File: config.mk
export PLATFORM = sky130hd
export DESIGN_NAME = d_module_attempt_ctrl_flat
export DESIGN_NICKNAME = d
export VERILOG_FILES = /design/src/rtl/d_lock_pkg.sv /design/src/rtl/d_module_attempt_ctrl_if.sv /design/src/rtl/d_tick_downcounter.sv /design/src/rtl/d_module_attempt_ctrl.sv /design/src/flat_wrapper.sv
export SDC_FILE = /design/constraint.sdc
export NUM_CORES = 1
export LEC_CHECK = 0
export CORE_MARGIN = 8
export CORE_UTILIZATION = 40
export CTS_BUF_LIST = sky130_fd_sc_hd__clkbuf_8
export DETAILED_ROUTE_END_ITERATION = 10
export PLACE_DENSITY = 0.61
export SETUP_SLACK_MARGIN = 0.3
export SKIP_CTS_REPAIR_TIMING = 1
export SYNTH_ARGS = -nofsm -noshare
export SYNTH_HDL_FRONTEND = slang
export SYNTH_HIERARCHICAL = 1
export SYNTH_SLANG_ARGS = --single-unit
File: constraint.sdc
create_clock -name clk_in -period 5.4 [get_ports clk_in]
set_input_delay 0.81 -clock clk_in [delete_from_list [all_inputs] [get_ports clk_in]]
set_output_delay 0.81 -clock clk_in [all_outputs]
set_load 0.02 [all_outputs]
File: src/rtl/d_lock_pkg.sv
// d_lock_pkg: shared state codes, lock policy defaults and lockout duration helper
package d_lock_pkg;
    typedef enum logic [2:0] {IDLE = 3'd0, GRANT = 3'd1, WARN = 3'd2, LOCKOUT = 3'd3} state_t;
    localparam int unsigned WARN_LIMIT  = 2;
    localparam int unsigned MAX_ERR     = 7;
    localparam int unsigned BASE_LOCK_S = 60;
    localparam int unsigned WARN_TICKS  = 2;
    // (n-3) wraps in 3 bits; callers only use it for n>=3
    function automatic int unsigned lock_dur(logic [2:0] n, int unsigned base);
        logic [2:0] d;
        d = n - 3'd3;
        return (32'(d) * 32'(d) + 32'd1) * base;
    endfunction
endpackage

File: src/rtl/d_module_attempt_ctrl_if.sv
// d_module_attempt_ctrl_if: comparator-to-controller attempt handshake
interface d_module_attempt_ctrl_if;
    logic attempt_valid;
    logic attempt_match;
    logic attempt_ready;
    modport master (output attempt_valid, attempt_match, input attempt_ready);
    modport slave (input attempt_valid, attempt_match, output attempt_ready);
endinterface

File: src/rtl/d_tick_downcounter.sv
// d_tick_downcounter: 10-bit loadable down-counter stepped by a tick enable
module d_tick_downcounter (
    input  logic       clk_in,
    input  logic       reset,
    input  logic       load,
    input  logic [9:0] load_val,
    input  logic       tick,
    output logic [9:0] count,
    output logic       is_zero,
    output logic       is_one
);
    assign is_zero = count == 10'd0;
    assign is_one  = count == 10'd1;
    always_ff @(posedge clk_in) begin
        if (reset) count <= 10'd0;
        else if (load) count <= load_val;
        else if (tick && !is_zero) count <= count - 10'd1;
    end
endmodule

File: src/rtl/d_module_attempt_ctrl.sv
// d_module_attempt_ctrl: attempt sequencer with warn/escalating-lockout failure policy
module d_module_attempt_ctrl #(
    parameter int unsigned WARN_LIMIT  = d_lock_pkg::WARN_LIMIT,
    parameter int unsigned MAX_ERR     = d_lock_pkg::MAX_ERR,
    parameter int unsigned BASE_LOCK_S = d_lock_pkg::BASE_LOCK_S,
    parameter int unsigned WARN_TICKS  = d_lock_pkg::WARN_TICKS
) (
    input  logic                      clk_in,
    input  logic                      reset,
    input  logic                      tick_1hz,
    input  logic                      relock,
    d_module_attempt_ctrl_if.slave    att,
    output logic                      enb_lock,
    output logic                      gen_stop,
    output logic [2:0]                error_counter,
    output logic [9:0]                lock_remaining,
    output logic [2:0]                state_o
);
    import d_lock_pkg::*;
    state_t state, next;
    logic [2:0] n, err_next;
    logic warn_load, lock_load, warn_one, warn_zero, lock_one, lock_zero;
    logic [9:0] warn_cnt;
    int unsigned dur;
    assign n = (error_counter == 3'(MAX_ERR)) ? error_counter : error_counter + 3'd1;
    assign dur = lock_dur(n, BASE_LOCK_S);
    assign state_o = state;
    always_comb begin
        next = state;
        err_next = error_counter;
        warn_load = 1'b0;
        lock_load = 1'b0;
        case (state)
            IDLE: if (att.attempt_valid) begin
                if (att.attempt_match) begin
                    next = GRANT;
                    err_next = 3'd0;
                end else begin
                    err_next = n;
                    warn_load = n <= 3'(WARN_LIMIT);
                    lock_load = !warn_load;
                    next = warn_load ? WARN : LOCKOUT;
                end
            end
            GRANT:   next = relock ? IDLE : GRANT;
            WARN:    next = (tick_1hz && warn_one) ? IDLE : WARN;
            LOCKOUT: next = (tick_1hz && lock_one) ? IDLE : LOCKOUT;
            default: next = IDLE;
        endcase
    end
    // Flag outputs are registered from the next state so they change together with state_o
    always_ff @(posedge clk_in) begin
        if (reset) begin
            state <= IDLE;
            error_counter <= 3'd0;
            enb_lock <= 1'b0;
            gen_stop <= 1'b0;
            att.attempt_ready <= 1'b1;
        end else begin
            state <= next;
            error_counter <= err_next;
            enb_lock <= next == GRANT;
            gen_stop <= next == LOCKOUT;
            att.attempt_ready <= next == IDLE;
        end
    end
    d_tick_downcounter u_lock (
        .clk_in(clk_in), .reset(reset), .load(lock_load), .load_val(dur[9:0]),
        .tick(tick_1hz && state == LOCKOUT), .count(lock_remaining), .is_zero(lock_zero), .is_one(lock_one)
    );
    d_tick_downcounter u_warn (
        .clk_in(clk_in), .reset(reset), .load(warn_load), .load_val(10'(WARN_TICKS)),
        .tick(tick_1hz && state == WARN), .count(warn_cnt), .is_zero(warn_zero), .is_one(warn_one)
    );
    // Counters must be live exactly while their state is; duration must fit 10 bits
    always_ff @(posedge clk_in) begin
        if (!reset) begin
            assert (!lock_load || dur < 32'd1024);
            assert (state != LOCKOUT || !lock_zero);
            assert (state != WARN || !warn_zero);
            assert (state == WARN || warn_cnt == 10'd0);
        end
    end
endmodule
File: src/flat_wrapper.sv
// flat-port wrapper written by rule: the top's interface ports become plain ports
module d_module_attempt_ctrl_flat import d_lock_pkg::*;
#(
    parameter int unsigned WARN_LIMIT  = d_lock_pkg::WARN_LIMIT,
    parameter int unsigned MAX_ERR     = d_lock_pkg::MAX_ERR,
    parameter int unsigned BASE_LOCK_S = d_lock_pkg::BASE_LOCK_S,
    parameter int unsigned WARN_TICKS  = d_lock_pkg::WARN_TICKS
)
  (clk_in, reset, tick_1hz, relock, enb_lock, gen_stop, error_counter, lock_remaining, state_o, att_attempt_valid, att_attempt_match, att_attempt_ready);
  d_module_attempt_ctrl_if att_i ();
  input  logic clk_in;
  input  logic reset;
  input  logic tick_1hz;
  input  logic relock;
  output logic enb_lock;
  output logic gen_stop;
  output logic [2:0] error_counter;
  output logic [9:0] lock_remaining;
  output logic [2:0] state_o;
  input wire logic [$bits(att_i.attempt_valid)-1:0] att_attempt_valid;
  input wire logic [$bits(att_i.attempt_match)-1:0] att_attempt_match;
  output wire logic [$bits(att_i.attempt_ready)-1:0] att_attempt_ready;
  assign att_i.attempt_valid = att_attempt_valid;
  assign att_i.attempt_match = att_attempt_match;
  assign att_attempt_ready = att_i.attempt_ready;
  d_module_attempt_ctrl #(.WARN_LIMIT(WARN_LIMIT), .MAX_ERR(MAX_ERR), .BASE_LOCK_S(BASE_LOCK_S), .WARN_TICKS(WARN_TICKS)) u_core (.clk_in(clk_in), .reset(reset), .tick_1hz(tick_1hz), .relock(relock), .att(att_i), .enb_lock(enb_lock), .gen_stop(gen_stop), .error_counter(error_counter), .lock_remaining(lock_remaining), .state_o(state_o));
endmodule
Word level (Yosys, flattened, before mapping):

Index checks and enable logic that the tools add are counted.

* add/sub/neg operators: 5
* $mul: 2
* magnitude comparators: 1
* eq/ne operators: 8
* mux-type cells: 19
* reduce and logical (&&, ||, !) cells: 18

Operators with widths (count)
* $mul A32 B4 Y8 const B: 1
* $eq A10 B1 Y1 const B: 2
* $logic_not A10 Y1: 2
* $mux W10: 2
* $sub A10 B1 Y10 const B: 2
* $mux W3: 4
* $pmux W3 S4: 1
* $eq A3 B2 Y1 const B: 3
* $mux W1: 8
* $mux W2: 4
* $add A6 B1 Y7 const B: 1
* $eq A3 B1 Y1 const B: 2
* $logic_and A1 B1 Y1: 6
* $logic_not A3 Y1: 2
* $mul A3 B3 Y6: 1
* $reduce_bool A2 Y1: 2
* $reduce_or A2 Y1: 2
* $add A3 B1 Y3 const B: 1
* $eq A3 B3 Y1 const B: 1
* $le A3 B2 Y1 const B: 1
* $logic_not A1 Y1: 3
* $sub A3 B2 Y3 const B: 1
* $reduce_and A2 Y1: 1

* register bits: 29
* input port bits: 6
* logic and storage cells: 62

Longest topological paths before layout:

Gate-level depths: netlist (run 1).

* word-level depth: 8
* gate-level depth with buffers: 19
* mapped depth without buffers: 18

Hierarchy:

The synthesis (run 1) kept the hierarchy.

Modules (own cells, without submodules)
* d_tick_downcounter: times used 2, cells an instance 76, area each 681.9 um2, sequential area each 200.2 um2
* d_module_attempt_ctrl: times used 1, cells an instance 107, area each 918.4 um2, sequential area each 180.2 um2

Worst setup path before layout (run 1):

OpenSTA, ideal clock, no wires.

* path kind: reg2reg
* start point: register u_core.error_counter[1]
* end point: register u_core.u_lock.count[8]
* arrival time: 3.971 ns
* required time: 5.321 ns
* setup slack: 1.349 ns
* cell stages (with the launch flop): 17
* path buffers: 0
* period minus slack after synthesis: 4.051 ns
* cells stage by stage: dfxtp_1 > ha_1 > nand2_1 > xnor2_1 > ha_1 > o21ai_1 > ha_1 > inv_1 > fa_1 > fa_1 > inv_1 > ha_1 > a21oi_1 > xnor2_1 > xnor2_1 > nor2_1 > a211oi_2

RTL lines
* from (decl): line d_module_attempt_ctrl.sv:15 `output logic [2:0] error_counter,`
* from (signal assigned): line d_module_attempt_ctrl.sv:61 `error_counter <= err_next;`
* $add A3 B1 Y3 / $eq A3 B3 Y1 (equally long branches): line d_module_attempt_ctrl.sv:25 `assign n = (error_counter == 3'(MAX_ERR)) ? error_counter : error_counter + 3'd1;`
* $mux W3 (*): line d_module_attempt_ctrl.sv:25
* $sub A3 B2 Y3 (*): line d_lock_pkg.sv:11 `d = n - 3'd3;`
* $mul A3 B3 Y6 (*): line d_lock_pkg.sv:12 `return (32'(d) * 32'(d) + 32'd1) * base;`
* $add A6 B1 Y7 (*): line d_lock_pkg.sv:12
* $mul A32 B4 Y8 (*): line d_lock_pkg.sv:12
* via u_core.dur[8]: line d_module_attempt_ctrl.sv:24 `int unsigned dur;`
* $mux W10 (*): line d_tick_downcounter.sv:16 `else if (load) count <= load_val;`
* to (signal assigned): line d_tick_downcounter.sv:16
* to (signal assigned): line d_tick_downcounter.sv:17 `else if (tick && !is_zero) count <= count - 10'd1;`
* to (decl): line d_tick_downcounter.sv:8 `output logic [9:0] count,`

Mark *: on every way through the listed nets, which the timed path passes. The rest lies on a longest branch.
A chain may end at the register's enable or synchronous reset.

Final worst setup path (run 1):

* start point: register u_core.error_counter[0]
* end point: register u_core.u_lock.count[8]

The elaborated chain is that of the path after synthesis.

==> metrics.yaml, run 1 <==
floorplanning:
  dieArea_um2: 8380
  die_y_um: 91.5
  die_width_um: 91.5
  core_um2: 5510
  ios: 25
  std_cell_rows: 27
  start_util_pct: 41.4
critical_path:
  cp_common_cell: "ha_1"
  arrival_ns: 4.61
  cp_slowest_cell: "dfxtp_1"
  worst-setup-path-type: "reg -> reg"
  critPathMaxStageDelay_ns: 0.55
  cp_cell_sequence: "ha_1 > nand2_1 > xnor2_1 > ha_1 > o21ai_1 > ha_1 > inv_1 > fa_1 > fa_1 > inv_1 > ha_1 > a21oi_1 > xnor2_1 > xnor2_1 > nor2_1 > a211oi_2"
  cp-startpoint: "u_core/error_counter[0]"
  end_kind: "flip-flop"
  crit_fanout: 11
  critPathLaunchType: "flip-flop"
  crit_required_ns: 5.60
  reg2reg_from: "u_core/error_counter[0]"
status:
  status: "complete, no violations"
route:
  vias: 1924
  ant_nets: 0
  drc: 0
  wl_per_cell_um: 13.7
  drtIter0Drc: 103
  dr.pass1.iters: 4
  avgViaCountPerCell: 5.23
  wl_um: 5050
layout:
  antenna_cells: 0
  finish.utilization_pct: 49.3
  areaGrowthSynthToFinish_pct: 18.9
  drive_gt1_share_pct: 11.1
  final_cell_count_no_fill: 368
  final_nets: 320
synthesis:
  async_flop_share_pct: 0
  synth_top_family_by_area: "simple AND/OR/NAND/NOR gates"
  synthDistinctLibCells: 56
  synth-edff-count: 0
  synth_area_per_cell_um2: 8.81
  yosysSeqAreaShare_pct: 25.4
  synthMuxAreaShare_pct: 2.74
  yosysWarnings: 6
  synth_seq_cells: 29
  synth_compound_gate_area_share_pct: 22.1
  synth-simple-area-share_pct: 26.3
  ys.flop_type: "dfxtp_1"
  synth_xor_area_share_pct: 6.91
  synthCells: 259
  syn-cell-area_um2: 2280
  synthAdderAreaFrac_pct: 11.4
timing:
  finalSetupTns_ns: 0
  hold_slack_ns: 0.616
  relSlewSlack_pct: 53.9
  fin_worst_skew_ns: 0.00407
  rsz0062_at_grt: "no"
  max_freq_mhz: 227
  drv_slew: 0
  finalSetupViolations: 0
  worst_slew_pin_slew_ns: 0.688
  hold_viol_final: 0
  period_share_pct: 81.7
  fin_crit_ns: 4.41
grt:
  gr-usage-all-layers_pct: 12.4
  antenna_found_initial: 0
  grt_max_degree: 27
  grt_overflow: 0
  grt_pass1_vias: 1895
  grt_pass1_wl_um: 8810
cts:
  clk_pin_slew_worst_paths_ns: 0.07
  numCtsBuffers: 5
  clock-sinks: 29
  cts_tree: "yes"
  clk_latency_ns: 0.27
  root_buffer: "clkbuf_8"
  htreeDepth: 2
  cts_buffer_depth: 2
worst_hold_path:
  hp-class: "reg -> reg"
  hp-start: "u_core/u_warn/count[7]"
placed_design:
  gp_congestion: 0.848
  dpl.hpwl_um: 3810
  placedCellCount: 360
  port_buffers: 24
power:
  leakagePower_nw: 1.01
  p_per_area_nw_per_um2: 199
  total_power_w: 0.000541
  peakVddDrop_v: 0.000129
flow_run:
  drv_cap: 0
-- where the power goes --
| part | switching, W | internal (W) | total, W | leakage, nW |
|---|---|---|---|---|
| logic | 0.0000715 | 0.0000694 | 0.000141 | 0.724 |
| clock network | 0.0000821 | 0.0000858 | 0.000168 | 0.0519 |
| registers | 0.0000117 | 0.000220 | 0.000232 | 0.236 |
| total | 0.000165 | 0.000376 | 0.000541 | 1.01 |
-- worst max-delay path, delay by kind of cell (launching register included) --
kind,cells,cell delay (ns)
xor gates and xnor gates,3,0.63
AOI/OAI and AO/OA,3,0.46
DFF,1,0.55
and+or+nand+nor,2,0.28
buffers and inverters,2,0.13
adders and majority gates,6,2.28
-- through the flow --
stage	worst slack [ns]	area [um2]
floorplan	1.35	2330
global placement	1.17	2630
detailed placement	1.00	2630
CTS	0.980	2710
global route	0.672	2710
finish	0.986	2710
-- layer usage --
metal / up-vias / GRT usage [%] / part of all wire [%]
met5: - / 0 / 0
met2: 30 / 18.5 / 43
met4: 0 / 3.27 / 0.71
met3: 4 / 3.79 / 4.7
li1: 998 / - / -
met1: 892 / 16.7 / 51
-- layout by cell type (no fill, tap or decap), types with 3 or more instances in the layout --
master            n
nand2b_1          4
inv_1            23
mux2i_1           4
nand2_1          19
conb_1           14
and3_2            4
and3_1            3
nor2_1           26
a211o_1           3
a2111oi_2         3
dfxtp_1          29
a21oi_1          13
nor3_1            6
a221oi_1          3
a211oi_1          8
o21ai_1           6
ha_1             16
fa_1              3
xnor2_1          15
a211oi_2          4
clkbuf_8          5
nor2b_1           4
clkdlybuf4s50_1  24
xor2_1            3
or4_1             4
-- final cells by class --
type / count / area (um2)
clock buffer: 5 / 68.8
clock inverter: 3 / 11.3
fill: 543 / 2790
inverter: 20 / 75.1
multi-input combinational: 214 / 1640
sequential: 29 / 581
tap: 72 / 90.1
timing repair buffer: 25 / 248
-- registers in the layout (all words and copies together), names as in the netlist --
name	cells
u_core/state_o	3
u_core/error_counter	3
u_core/enb_lock	1
u_core/gen_stop	1
u_core/u_lock/count	10
u_core/att.attempt_ready	1
u_core/u_warn/count	10
-- kinds of logic (layout without fill, tap and decap cells) --
kind of cell | count (synthesis) | in the layout
and+or+nand+nor | 93 | 93
AOI/OAI and AO/OA | 64 | 64
DFF | 29 | 29
buffers and inverters | 28 | 53
adders and majority gates | 19 | 19
xor gates and xnor gates | 18 | 18
muxes | 6 | 6
other | 2 | 14
-- cell usage after synthesis, types with 6 or more instances --
cell      number  area, um2
nor3_1         6       30.0
nand2_1       19       71.3
a211oi_1       8       60.1
o21ai_1        6       30.0
ha_1          16        200
inv_1         20       75.1
a21oi_1       13       65.1
nor2_1        26       97.6
xnor2_1       15        131
dfxtp_1       29        581
-- path summary, 6_finish.rpt --
| path | depth (start not counted) | slack, ns | end |
|---|---|---|---|
| min reg2reg | 2 | 0.62 | u_core/u_warn/count[7] |
| max | 16 | 0.99 | u_core/u_lock/count[8] |
| max reg2reg | 16 | 0.99 | u_core/u_lock/count[8] |
| min | 2 | 0.62 | u_core/u_warn/count[7] |
No activity file was read; power rests on OpenSTA's default activity.
==> run 2, diff against run 1 <==
clock period = 4.38 ns   (was 5.4 ns; I/O delays follow)
==> metrics.yaml, run 2 (synthesis results as in run 1) <==
status:
  status: "complete, no violations"
route:
  avgViaCountPerCell: 5.23  # about the same
  ant_nets: 0  # unchanged
  dr.pass1.iters: 4  # unchanged
  drc: 0  # unchanged
  vias: 1946  # +1.1%
  wl_um: 5140  # +1.7%
  wl_per_cell_um: 13.8  # +0.59%
  drtIter0Drc: 87  # -16%
critical_path:
  critPathLaunchType: "flip-flop"
  end_kind: "flip-flop"
  worst-setup-path-type: "reg -> reg"
  arrival_ns: 4.05  # -0.56 ns
  crit_fanout: 6  # -5
  crit_required_ns: 4.57  # -1.03 ns
placed_design:
  post_dp_cell_area_um2: 2650  # +0.57%
  pre_cts_slack_ns: 0.150  # -0.854 ns
  dpl.hpwl_um: 3790  # -0.54%
  gp_congestion: 0.774  # -8.7%
  port_buffers: 24  # unchanged
timing:
  relSlewSlack_pct: 61.4  # +7.5 points
  rsz0062_at_grt: "no"
  worst_slew_pin_slew_ns: 0.577  # -0.111 ns
  drv_slew: 0  # unchanged
  finalSetupTns_ns: 0  # unchanged
  period_share_pct: 88.0  # +6.2 points
  finalSetupViolations: 0  # unchanged
  fin_crit_ns: 3.85  # -0.560 ns
  setup_ws_ns: 0.527  # -0.460 ns
  fin_worst_skew_ns: 0.00537  # +0.00130 ns
  max_freq_mhz: 260  # +15%
  hold_viol_final: 0  # unchanged
layout:
  layout_common_cells: "nor2_1 (26), dfxtp_1 (26), clkdlybuf4s50_1 (24)"
  antenna_cells: 0  # unchanged
  regArea_um2: 584  # +0.65%
  top_regs: "u_core/u_lock/count: 10 flops, u_core/u_warn/count: 10 flops"
  final_nets: 324  # +1.3%
  drive_gt1_share_pct: 16.7  # +5.5 points
  n_fill_cell: 516  # -5.0%
  areaGrowthSynthToFinish_pct: 22.9
  multi_input_area_um2: 1690  # +3.4%
  final_cell_area_um2: 2810  # +3.4%
grt:
  antenna_found_initial: 0  # unchanged
  gr-usage-all-layers_pct: 12.4  # +0.060 points
  grt_overflow: 0  # unchanged
  grt_pass1_vias: 1869  # -1.4%
  grt_pass1_wl_um: 8790  # -0.24%
  grt_max_degree: 15  # -44%
cts:
  cts_tree: "yes"
  numCtsBuffers: 5  # unchanged
  clk_pin_slew_worst_paths_ns: 0.06  # about the same
  clock-sinks: 29  # unchanged
  root_buffer: "clkbuf_8"
  htreeDepth: 2  # unchanged
  clk_latency_ns: 0.28  # about the same
  cts_buffer_depth: 2  # unchanged
floorplanning:
  die_y_um: 91.5  # unchanged
  std_cell_rows: 27  # unchanged
  ios: 25  # unchanged
  start_util_pct: 41.4  # unchanged
  die_width_um: 91.5  # unchanged
  core_um2: 5510  # unchanged
  dieArea_um2: 8380  # unchanged
flow_run:
  drv_cap: 0  # unchanged
power:
  leakagePower_nw: 1.05  # +3.4%
  p_per_area_nw_per_um2: 242  # +21%
  peakVddDrop_v: 0.000146  # +14%
worst_hold_path:
  hp-class: "reg -> reg"
-- run 2: cell types whose count changed in the layout (fill, tap and decap cells not counted), moves of 2 or more --
cell / previous run / this run
xnor2_1: 15 / 13
ha_2: 0 / 2
ha_4: 0 / 2
ha_1: 16 / 12
dfxtp_1: 29 / 26
dfxtp_2: 0 / 3
xnor2_2: 0 / 2
buf_4: 1 / 4
-- run 2: area by class of cell --
| type | count | share of cell area [%] |
|---|---|---|
| Clock buffer | 5 | 2.45 |
| Tap cell | 72 | 3.21 |
| Multi-Input combinational cell | 214 | 60.4 |
| Clock inverter | 3 | 0.401 |
| Sequential cell | 29 | 20.8 |
| Timing Repair Buffer | 29 | 10.0 |
| Inverter | 20 | 2.68 |
-- run 2: path summary, 6_finish.rpt --
| kind | startpoint | end | slack (ns) | cells after the start |
|---|---|---|---|---|
| setup / recovery | u_core/error_counter[1] | u_core/u_lock/count[8] | 0.53 | 17 |
| hold / removal | u_core/error_counter[1] | u_core/error_counter[1] | 0.60 | 2 |
| hold reg to reg | u_core/error_counter[1] | u_core/error_counter[1] | 0.60 | 2 |
| setup reg to reg | u_core/error_counter[1] | u_core/u_lock/count[8] | 0.53 | 17 |
-- run 2: routing by layer --
| metal | track usage (%) | share of wire (%) |
|---|---|---|
| met5 | 0 | 0 |
| met4 | 3.68 | 0.72 |
| met2 | 19.6 | 44 |
| met1 | 15.7 | 51 |
| met3 | 4.03 | 5.0 |
-- run 2: critical path: stages (launching register included) --
cell and delay [ns]:
dfxtp_2 0.40, ha_4 0.19, nand2_2 0.12, xnor2_2 0.27, ha_2 0.27, nand2_1 0.06, o21ai_1 0.08, ha_2 0.30
inv_1 0.09, fa_1 0.44, fa_1 0.51, inv_1 0.04, ha_1 0.32, a21oi_2 0.15, xnor2_1 0.14, xnor2_1 0.13
nor2_1 0.07, a211oi_2 0.18
-- run 2: where the power goes --
part / leakage, nW / switching (W) / internal (W)
Combinational: 0.757 / 0.0000927 / 0.0000918
Clock: 0.0519 / 0.000102 / 0.000106
Sequential: 0.237 / 0.0000139 / 0.000272
Total: 1.05 / 0.000209 / 0.000469
-- run 2: per-stage QoR --
step	util (%)	hold slack (ns)	instances	power [W]
after global routing	50.9	0.625	372	0.000723
after CTS	49.5	0.595	370	0.000680
after global placement	48.1	0.584	362	0.000467
after floorplan	-	0.564	271	0.000429
after detailed placement	48.1	0.592	362	0.000467
final	50.9	0.596	372	0.000678
